**src/rtl/demux1x4_tdm.sv**
```systemverilog
// Time-division 1:4 demultiplexer. It drives the s1/s0 select pair to a paired
// 4:1 mux and rebuilds the returned serial beats into a 4-lane frame.
//
// state   | meaning
// --------+-----------------------------------------------------------
// IDLE    | waiting for a sof beat; non-sof beats are dropped silently
// COLLECT | lane 0 captured, gathering lanes 1..3; cnt = next lane
module demux1x4_tdm #(
  parameter int WIDTH = 1,
  parameter int CNT_W = 8
) (
  input  logic               clk,
  input  logic               rst,
  input  logic [WIDTH-1:0]   din,
  input  logic               din_valid,
  input  logic               sof,
  output logic               s1,
  output logic               s0,
  output logic [4*WIDTH-1:0] y,
  output logic               out_valid,
  output logic               frame_err,
  output logic [CNT_W-1:0]   frame_cnt
);

  typedef enum logic {
    IDLE    = 1'b0,
    COLLECT = 1'b1
  } state_t;

  state_t           state;
  logic [1:0]       cnt;
  logic [WIDTH-1:0] shadow0;
  logic [WIDTH-1:0] shadow1;
  logic [WIDTH-1:0] shadow2;

  // {s1,s0} is always the inverse of the slot count, updated together with cnt.
  always_ff @(posedge clk) begin
    if (rst) begin
      state     <= IDLE;
      cnt       <= 2'd0;
      {s1, s0}  <= 2'b11;
      shadow0   <= '0;
      shadow1   <= '0;
      shadow2   <= '0;
      y         <= '0;
      out_valid <= 1'b0;
      frame_err <= 1'b0;
      frame_cnt <= '0;
    end else begin
      out_valid <= 1'b0;
      frame_err <= 1'b0;
      if (din_valid) begin
        case (state)
          IDLE: begin
            if (sof) begin
              shadow0  <= din;
              cnt      <= 2'd1;
              {s1, s0} <= 2'b10;
              state    <= COLLECT;
            end
          end
          COLLECT: begin
            if (sof) begin
              // Restart: the partial frame is dropped and this beat becomes lane 0.
              frame_err <= 1'b1;
              shadow0   <= din;
              cnt       <= 2'd1;
              {s1, s0}  <= 2'b10;
            end else begin
              case (cnt)
                2'd1: begin
                  shadow1  <= din;
                  cnt      <= 2'd2;
                  {s1, s0} <= 2'b01;
                end
                2'd2: begin
                  shadow2  <= din;
                  cnt      <= 2'd3;
                  {s1, s0} <= 2'b00;
                end
                default: begin
                  y         <= {din, shadow2, shadow1, shadow0};
                  out_valid <= 1'b1;
                  frame_cnt <= frame_cnt + 1'b1;
                  cnt       <= 2'd0;
                  {s1, s0}  <= 2'b11;
                  state     <= IDLE;
                end
              endcase
            end
          end
          default: state <= IDLE;
        endcase
      end
    end
  end

endmodule

```
**config.mk**
```make
export PLATFORM = sky130hd
export DESIGN_NAME = demux1x4_tdm
export DESIGN_NICKNAME = d
export VERILOG_FILES = /design/src/rtl/demux1x4_tdm.sv
export SDC_FILE = /design/constraint.sdc
export NUM_CORES = 1
export LEC_CHECK = 0
export BUFFER_PORTS_ARGS = -buffer_cell sky130_fd_sc_hd__buf_2
export CORE_MARGIN = 8
export CORE_UTILIZATION = 45
export CTS_CLUSTER_SIZE = 20
export DETAILED_ROUTE_END_ITERATION = 8
export PLACE_DENSITY = 0.69
export SETUP_SLACK_MARGIN = 0.1
export SLEW_MARGIN = 25
export SYNTH_ARGS = -nofsm -noshare
export SYNTH_HDL_FRONTEND = slang
export SYNTH_SLANG_ARGS = --single-unit
```
**constraint.sdc**
```tcl
create_clock -name clk -period 4.1 [get_ports clk]
set_input_delay 0.205 -clock clk [delete_from_list [all_inputs] [get_ports clk]]
set_output_delay 0.205 -clock clk [all_outputs]
set_load 0.01 [all_outputs]
```
# == Yosys cells after proc, flatten, opt, wreduce, memory -nomap -nowiden ==
# Index checks and enable logic that the tools add are counted.
# Widths: inputs -> output; s select.
# word_totals
inputBits,5
reg_bits,22
# op_classes
n_eq_ne,3
n_mux,17
reduce_logical,8
n_bitwise,4
add_sub_neg,1
# ops
op,n
$reduce_and 4->1,3
$mux 1,10
$add 8x1->8 const B,1
$pmux 2 s2,2
$pmux 1 s2,3
$mux 2,2
$not 1->1,4
$reduce_and 2->1,2
$reduce_or 4->1,1
$reduce_or 3->1,1
$eq 2x1->1 const B,1
$eq 2x2->1 const B,1
$ne 2x2->1 const B,1
$reduce_or 2->1,1

# == Depth between registers and ports, before layout ==
# Gate-level depths: netlist of the first run.
# depth
depth_word,5
ltp_mapped,6

# == Least setup slack after synthesis of the first run ==
# OpenSTA, ideal clock, no wires.
# synth_timing
path_type,register -> register
startpoint,register cnt[0]
endpoint,register frame_cnt[7]
t_required_ns,3.979
stages_incl_launch_ff,6
slack_ns,2.503
arrival_ns,1.476
setup_time_ns,0.121
path_cell_list,dfxtp_1 > inv_1 > ha_1 > nand4b_4 > nor4_1 > mux2_2
# synth_via
elab_chain_len,4
word_cells_on_any_way,5
# synth_lines
element,line,rtl
"start, declared",31,logic [1:0] cnt;
"start signal, assigned",40,cnt <= 2'd0;
"start signal, assigned",57,cnt <= 2'd1;
"start signal, assigned",67,cnt <= 2'd1;
$eq 2x2->1 / $eq 2x1->1 (equally long branches),70,case (cnt)
$reduce_or 2->1 (no line) *,--,
$not 1->1 (no line) *,--,
$reduce_and 4->1 (no line) *,--,
"end signal, assigned",84,frame_cnt <= frame_cnt + 1'b1;
"end, declared",22,output logic [CNT_W-1:0] frame_cnt
# Mark *: on every way between the ends. The rest lies on a longest branch, timed or not.
# A chain may end at the register's enable or synchronous reset.

# == Worst setup path after layout of the first run ==
# Ends and elaborated chain as after synthesis.

==> out/metrics.csv, run 1 <==
metric,value,unit
fin_nets,123,
port_buffers,20,
fillCellCount,183,
gp_congestion,0.766,
peakVddDrop,214,uV
insertion_delay,0.31,ns
grt-ovfl-total,0,
slew_viol_final,0,
cts_tree,yes,
grt_usage,0.102,
hold_violations,0,
p_leak,0.000506,uW
clockPowerShare,0.409,
internal_power,325,uW
synth_cell_types,27,
max_freq,535,MHz
detail_route.iter0.violations,19,
critPathLaunchType,flip-flop,
synth_top_flop_cell,dfxtp_1,
die_x,61.0,microns
routed_wirelength,1.71,mm
fin_tns_setup,0,ns
maxCapViolCount,0,
rrSetupSlack,2.23,ns
hold_path_class,in -> reg,
vias_per_cell,5.12,
switching_share,0.207,
rr_worst_depth,5,
grt_max_degree,24,
vias,722,
drive_gt1_frac,0.228,
syn_area_per_cell,9.60,sq um
postRouteAntennaNets,0,
routedWlPerCell,12.2,microns
cp.arrival,2.08,ns
crit_path_end_kind,flip-flop,
ctsLongestPathBuffers,2,
critPathKind,reg -> reg,
crit_start,cnt[0],
initial_utilization,0.470,
synth_area,912,sq um
die_h,61.0,microns
cp_max_fo,18,
critPathCapture,frame_cnt[7],
drc,0,
ys_warn_count,0,
power_switching,84.9,uW
final_cells,141,
grt_pass1_wl,2.91,mm
synth-seq-cells,22,
place_hpwl,1.24,mm
syn_to_final_growth,17.4,%
cts_resized,0,
io_pins,21,
seq_power_share,0.538,
timing.rr.start,cnt[0],
first_pass_iters,4,
hold-path-cell-count,3,
crit_required,4.31,ns
synth-seq-area-share,0.483,
post_cts_buffers,0,
layout_worst_path_cycle_share,0.456,
syn-num-nets,103,
synth_edf_count,0,
r2r-end,frame_cnt[7],
rows,16,
placed_cells,137,
core,1940,sq um
layout_common_cells,"dfxtp_1 (22), buf_2 (20), nor2_1 (11), a21oi_1 (8)",
worst_hold_slack,0.161,ns
dieArea,3720,sq um
h-tree-depth,1,
rsz0062_at_grt,no,
status,finished clean,
worst_pin_slew,0.427,ns
clockRootBuffer,clkbuf_4,
cts_buffers,3,
slew_headroom,0.711,
first_global_vias,721,
diodes,0,
cts-hold-fix-buffers,0,
netlist_instances,95,
antenna_found_initial,0,
final_common_cell,dfxtp_1,
power_frac_comb,0.053,
path_clk_slew,0.13,ns
setup_violations,0,
async_flop_share,0,
p_per_area,382,nW/um^2
cts_sinks,22,
min_period,1.87,ns
finClkSkew,0.00840,ns
[cells by family after synthesis]
logic type,share of synthesized area
AO/OA/AOI/OAI,0.108
XOR/XNOR,0.00960
adder cells (fa/ha/maj),0.0412
buffers and inverters,0.0425
flip-flops,0.483
multiplexers,0.0892
AND/OR/NAND/NOR,0.226
[how the worst min path moves through the flow]
stage	endpoint	slack, ns	startpoint
after floorplan	shadow1	0.35	din
after global placement	s0	0.44	s0
after detailed placement	s0	0.45	s0
after CTS	shadow0	0.16	din
after global routing	shadow1	0.18	din
final	shadow0	0.16	din
[critical path, cell delays in order (launching register included)]
cell      delay [ns]
dfxtp_1         0.35
inv_1           0.06
ha_1            0.35
nand4b_4        0.28
nor4_1          0.37
mux2_2          0.36
[flip-flops by register name, summed over array words and instances, names as in the netlist]
| signal | count |
|---|---|
| shadow1 | 1 |
| frame_err | 1 |
| y | 4 |
| shadow0 | 1 |
| s0 | 1 |
| frame_cnt | 8 |
| out_valid | 1 |
| cnt | 2 |
| s1 | 1 |
| state | 1 |
| shadow2 | 1 |
[synthesized netlist by cell type, types with 2 or more instances]
| master | number | share of area |
|---|---|---|
| clkbuf_1 | 2 | 0.0082 |
| mux2i_1 | 7 | 0.077 |
| nor2b_1 | 2 | 0.014 |
| o31ai_1 | 2 | 0.016 |
| nand4b_1 | 2 | 0.019 |
| o21ai_0 | 4 | 0.022 |
| nand2_1 | 7 | 0.029 |
| ha_1 | 3 | 0.041 |
| nor2_1 | 11 | 0.045 |
| dfxtp_1 | 22 | 0.48 |
| nand3_1 | 4 | 0.022 |
| or3_1 | 3 | 0.021 |
| or4_1 | 2 | 0.016 |
| inv_1 | 3 | 0.012 |
| buf_4 | 2 | 0.016 |
| a21oi_1 | 8 | 0.044 |
[layout make-up]
class	instances	area (sq um)	area share
sequential	22	440	0.411
tap	27	33.8	0.0315
timing repair buffer	20	100	0.0935
multi-input combinational	65	433	0.404
clock buffer	3	22.5	0.0210
inverter	3	11.3	0.0105
clock inverter	1	30.0	0.0280
[per-stage QoR]
stage | power [uW] | util | worst slack (ns) | area, sq um
final | 409 | 0.552 | 2.23 | 1070
after global routing | 423 | 0.552 | 2.12 | 1070
after CTS | 412 | 0.552 | 2.22 | 1070
after detailed placement | 247 | 0.524 | 2.24 | 1020
after global placement | 247 | 0.524 | 2.29 | 1020
after floorplan | 241 | - | 2.50 | 912
[power by group through the flow]
stage | clock, uW | combinational, uW | sequential [uW]
finish | 167 | 21.7 | 220
global route | 178 | 24.0 | 221
CTS | 170 | 21.9 | 220
detailed placement | 0 | 21.8 | 225
global placement | 0 | 21.6 | 225
floorplan | 0 | 16.4 | 224
[per-layer routing]
metal,part of all wire,vias to the layer above,track usage
met5,0,-,0
li1,-,373,-
met2,0.48,13,0.185
met4,0.020,0,0.0498
met3,0.054,5,0.0230
met1,0.45,331,0.107
Note: power is estimated with default switching activity, not from simulation.
==> run 2, diff against run 1 <==
Settings changed: PLACE_DENSITY 0.69 to 0.71.
Clock period 4.1 ns to 1.6 ns, I/O delays scaled along.
==> run 2 against run 1 <==
Die area unchanged. First-iteration DRC count decreased by 21%. Sequential power increased to 2.6 times the previous value. Power increased to 2.6 times the previous value. Utilization increased by 4.1 points. Setup slack got worse by 2.1 ns. Combinational power increased to 3.4 times the previous value. Clock power increased by 150%. Maximum frequency increased by 28%. Sequential share of layout area decreased by 2.5 points.
==> out/metrics.csv, run 2 (synthesis gave the netlist of run 1 again) <==
metric,value,unit,change
reg.largest.list,"frame_cnt: 8 flops, y: 4 flops, cnt: 2 flops",,
final_area,1150,sq um,+7.5%
cp_max_fo,8,,-10
diodes,0,,unchanged
place_area,1060,sq um,+4.1%
worst_pin_slew,0.427,ns,-0.000809 ns
internal_power,842,uW,+160%
regMostFlops,frame_cnt,,
slew_headroom,0.716,,+0.00443
critPathLaunchType,flip-flop,,
layout_common_cells,"buf_2 (20), dfxtp_1 (19), nor2_1 (11), nand2_1 (7), mux2i_1 (7)",,
cts-hold-fix-buffers,0,,unchanged
vias,757,,+4.8%
die_h,61.0,microns,unchanged
layout_worst_path_cycle_share,0.914,,+0.457
cts_buffers,3,,unchanged
syn_to_final_growth,26.2,%,
switching_share,0.201,,-0.00664
postRouteAntennaNets,0,,unchanged
power_switching,211,uW,+150%
status,finished clean,,
max_freq,684,MHz,+28%
p_leak,0.000535,uW,+5.8%
first_global_vias,682,,-5.4%
io_pins,21,,unchanged
critPathKind,reg -> reg,,
hold_violations,0,,unchanged
dieArea,3720,sq um,unchanged
crit_required,1.85,ns,-2.46 ns
rsz0062_at_grt,yes,,
final_common_cell,buf_2,,
gp_congestion,0.791,,+3.3%
grt-ovfl-total,0,,unchanged
die_x,61.0,microns,unchanged
routed_wirelength,1.79,mm,+4.7%
crit_path_end_kind,flip-flop,,
slew_viol_final,0,,unchanged
grt_pass1_wl,2.92,mm,+0.24%
finClkSkew,0.00301,ns,-0.00539 ns
core,1940,sq um,unchanged
maxCapViolCount,0,,unchanged
p_per_area,916,nW/um^2,+140%
drc,0,,unchanged
hold_path_class,in -> reg,,
vias_per_cell,5.18,,+1.3%
cts_sinks,22,,unchanged
ctsLongestPathBuffers,2,,unchanged
setup_violations,0,,unchanged
h-tree-depth,1,,unchanged
port_buffers,20,,unchanged
seq_area,444,sq um,+0.85%
detail_route.iter0.violations,15,,-4
drive_gt1_frac,0.345,,+0.116
clockRootBuffer,clkbuf_4,,
power_frac_comb,0.069,,+0.016
clockPowerShare,0.396,,-0.013
fin_nets,128,,+4.1%
initial_utilization,0.470,,unchanged
grt_usage,0.103,,+0.00111
grt_max_degree,24,,unchanged
cts_tree,yes,,
multi_input_area,468,sq um,+8.1%
largest_register_ffs,8,,unchanged
fin_tns_setup,0,ns,unchanged
antenna_found_initial,0,,unchanged
routedWlPerCell,12.3,microns,+1.1%
place_hpwl,1.30,mm,+4.2%
finalPower,1050,uW,+160%
peakVddDrop,734,uV,+240%
fillCellCount,174,,-4.9%
first_pass_iters,4,,unchanged
insertion_delay,0.30,ns,about the same
rows,16,,unchanged
seq_power_share,0.534,,-0.004
cp.arrival,1.71,ns,-0.37 ns
path_clk_slew,0.12,ns,about the same
min_period,1.46,ns,-0.409 ns
[run 2: per-stage QoR]
stage          std cells  hold slack (ns)  setup slack (ns)  utilization
6_report             146           0.0523             0.138        0.593
5_1_grt              146           0.0506            0.0422        0.593
4_1_cts              145           0.0383            0.0788        0.579
3_5_place_dp         140            0.379            0.0378        0.546
3_3_place_gp         140            0.374             0.105        0.546
2_1_floorplan         95            0.224             0.113            -
[run 2: repair_timing]
action,4_1_cts,5_1_grt
pin swaps,4,6
setup endpoints to repair,5,6
setup buffers,1,1
gates resized for setup,3,6
[run 2: worst paths after layout]
path	from	to	slack [ns]	cells past startpoint
worst max-delay path	cnt[0]	frame_cnt[3]	0.14	6
worst min register to register	s0	s0	0.47	1
worst min-delay path	din	shadow0	0.05	3
worst max register to register	cnt[0]	frame_cnt[3]	0.14	6
[run 2: area by class of cell]
type                            instances  area share
Multi-Input combinational cell         65       0.407
Sequential cell                        22       0.386
Timing Repair Buffer                   25       0.123
Tap cell                               27      0.0293
Clock inverter                          1      0.0261
Clock buffer                            3      0.0196
Inverter                                3     0.00978
[run 2: layer usage]
| layer | up-vias | GRT usage | wire [microns] |
|---|---|---|---|
| met1 | 352 | 0.117 | 797 |
| met4 | 0 | 0.0299 | 12 |
| met3 | 2 | 0.0480 | 127 |
| li1 | 386 | - | - |
| met5 | - | 0 | 0 |
| met2 | 17 | 0.167 | 855 |
[run 2: power by group through the flow]
| stage | clock, uW | combinational [uW] | sequential [uW] |
|---|---|---|---|
| 3_3_place_gp | 0 | 65.1 | 575 |
| 6_report | 417 | 73.2 | 563 |
| 3_5_place_dp | 0 | 66.5 | 575 |
| 5_1_grt | 455 | 79.4 | 565 |
| 4_1_cts | 428 | 69.4 | 563 |
| 2_1_floorplan | 0 | 45.0 | 575 |
[run 2: critical path, stage by stage (launching register included)]
cell	delay, ns
dfxtp_2	0.35
inv_2	0.05
ha_4	0.27
nand4b_4	0.12
buf_6	0.16
or3_1	0.33
a21oi_1	0.12
==> run 3, diff against run 2 <==
Settings changed: ABC_AREA set to 1.
==> run 3 against run 2 <==
Wire length is 7.7% higher. Combinational power is 34% higher. Clock skew is 0.0014 ns lower. Utilization is 1.2 points lower. Count of clock-buffer cells in the layout is 1 higher. Via count is 17% higher. Register-to-register slack better by 0.07 ns. Power is 7.0% lower. Critical path type unchanged. Largest power group unchanged.
==> out/metrics.csv, run 3 <==
metric,value,unit,change
final_common_cell,nor2_1,,
largest_register_ffs,8,,unchanged
maxCapViolCount,0,,unchanged
diodes,0,,unchanged
initial_utilization,0.480,,+0.0101
antenna_found_initial,0,,unchanged
p_leak,0.000570,uW,+6.5%
critPathLaunchType,flip-flop,,
hold_path_class,in -> reg,,
critPathTopFamily,simple AND/OR/NAND/NOR gates,,
layout_worst_path_cycle_share,0.869,,-0.0441
crit_chain,inv_1 > ha_1 > nand2_1 > nor2_4 > buf_12 > nand3_1 > nand2_1 > inv_1 > nor2_1,,
cp.arrival,1.65,ns,-0.06 ns
hold_violations,0,,unchanged
syn_to_final_growth,21.1,%,
netlist_instances,133,,+40%
routed_wirelength,1.93,mm,+7.7%
die_h,62.0,microns,+1.6%
rrSetupSlack,0.21,ns,+0.07 ns
fin_tns_setup,0,ns,unchanged
synth_top_flop_cell,dfxtp_1,,
synth_area,951,sq um,+4.3%
synth-seq-cells,22,,unchanged
yosys-top-cells-area,"dfxtp_1 (46%), nor2_1 (11%), nand2_1 (9.9%)",,
clockRootBuffer,clkbuf_4,,
ctsLongestPathBuffers,2,,unchanged
crit_path_end_kind,flip-flop,,
slew_headroom,0.737,,+0.0211
syn-num-nets,141,,+37%
synth_commonest_cells,"nor2_1 (29), nand2_1 (25), dfxtp_1 (22)",,
slew_viol_final,0,,unchanged
postRouteAntennaNets,0,,unchanged
grt_usage,0.120,,+0.0172
vias,888,,+17%
insertion_delay,0.31,ns,about the same
hold-path-cell-count,3,,unchanged
p_per_area,851,nW/um^2,-7.0%
synth_edf_count,0,,unchanged
cts_buffers,3,,unchanged
synth_top_area_frac,0.463,,-0.0197
crit_cells,9,,+3
cts_sinks,22,,unchanged
timing.rr.start,cnt[0],,
synth-seq-area-share,0.463,,-0.0197
min_to,shadow0,,
h-tree-depth,1,,unchanged
cp_max_fo,16,,+8
worst_pin_slew,0.395,ns,-0.0321 ns
ys_warn_count,0,,unchanged
critPathKind,reg -> reg,,
rsz0062_at_grt,yes,,
path_clk_slew,0.12,ns,about the same
syn_area_per_cell,7.15,sq um,-26%
synth_cell_types,16,,-41%
finalPower,980,uW,-7.0%
first_global_vias,871,,+28%
cp_slowest_cell,dfxtp_2,,
routedWlPerCell,10.4,microns,-15%
fillCellCount,184,,+5.7%
min_period,1.39,ns,-0.0706 ns
async_flop_share,0,,unchanged
grt-ovfl-total,0,,unchanged
port_buffers,20,,unchanged
max_freq,719,MHz,+5.1%
rr_worst_depth,9,,+3
place_area,1070,sq um,+0.83%
detail_route.iter0.violations,22,,+7
layout_common_cells,"nor2_1 (29), nand2_1 (25), dfxtp_1 (21), inv_1 (20), buf_2 (20)",,
regMostFlops,frame_cnt,,
rows,16,,unchanged
yosys.cell_count.top_type,nor2_1,,
grt_max_degree,17,,-29%
grt_pass1_wl,3.47,mm,+19%
drc,0,,unchanged
peakVddDrop,556,uV,-24%
die_x,62.0,microns,+1.6%
reg.largest.list,"frame_cnt: 8 flops, y: 4 flops, cnt: 2 flops",,
cts_tree,yes,,
cp_num_buf_inv,3,,+1
hold_start,din,,
status,finished clean,,
dieArea,3840,sq um,+3.1%
setup_ws,0.209,ns,+0.0706 ns
dp_worst_setup_slack,0.129,ns,+0.0913 ns
io_pins,21,,unchanged
final_area,1150,sq um,unchanged
setup_violations,0,,unchanged
r2r-end,frame_cnt[7],,
fin_nets,168,,+31%
place_hpwl,1.42,mm,+9.3%
gp_congestion,0.809,,+2.2%
yosysTopAreaCell,dfxtp_1,,
first_pass_iters,4,,unchanged
vias_per_cell,4.77,,-7.9%
finClkSkew,0.00159,ns,-0.00143 ns
cpPeakStageDelay,0.35,ns,about the same
drive_gt1_frac,0.195,,-0.150
crit_required,1.86,ns,about the same
utilization,0.581,,-0.0120
core,1980,sq um,+2.1%
==> run 3: cell families after synthesis <==
family	Yosys count	synth area share
AO/OA/AOI/OAI	16	0.0908
adder cells (fa/ha/maj)	3	0.0395
buffers and inverters	22	0.0960
flip-flops	22	0.463
AND/OR/NAND/NOR	70	0.311
==> run 3: metal layers <==
metal	global-route usage	up-vias	wire length (microns)
met5	0	-	0
li1	-	467	-
met2	0.198	18	910
met3	0.0494	5	137
met4	0.0747	0	37
met1	0.124	398	848
==> run 3: stage by stage <==
stage                     hold WS [ns]  instances
after CTS                      0.00601        182
final                           0.0446        186
after floorplan                  0.149        133
after global placement           0.336        178
after detailed placement         0.346        178
after global routing            0.0406        186
==> run 3: power by group <==
group | switching (uW) | internal, uW
clock | 167 | 139
sequential | 10.1 | 566
combinational | 60.0 | 38.1
==> run 3: what timing repair did <==
item	4_1_cts	5_1_grt
endpoints found under the hold margin	0	2
hold buffers	0	1
buffers inserted	0	3
resized for setup	0	1
endpoints found under the setup margin	0	12
==> run 3: how the worst max path moves through the flow <==
| stage | to | from | slack (ns) |
|---|---|---|---|
| after floorplan | frame_cnt[4] | cnt[0] | 0.27 |
| after global placement | frame_cnt[4] | cnt[0] | 0.16 |
| after detailed placement | frame_cnt[4] | cnt[0] | 0.13 |
| after CTS | frame_cnt[4] | cnt[0] | 0.11 |
| after global routing | frame_cnt[7] | cnt[0] | 0.03 |
| final | frame_cnt[7] | cnt[0] | 0.21 |
==> run 3: worst reg2reg max path: cells and delay by family, from the launching register on <==
kind	cells	cell delay (ns)
and+or+nand+nor	5	0.45
DFF	1	0.35
adders and majority gates	1	0.32
buffers and inverters	3	0.22
==> run 3: cell type report <==
| cell class | count | area, sq um | area share |
|---|---|---|---|
| Clock buffer | 4 | 36.3 | 0.0315 |
| Inverter | 20 | 75.1 | 0.0652 |
| Multi-Input combinational cell | 89 | 419 | 0.364 |
| Sequential cell | 22 | 442 | 0.384 |
| Tap cell | 27 | 33.8 | 0.0293 |
| Timing Repair Buffer | 24 | 145 | 0.126 |
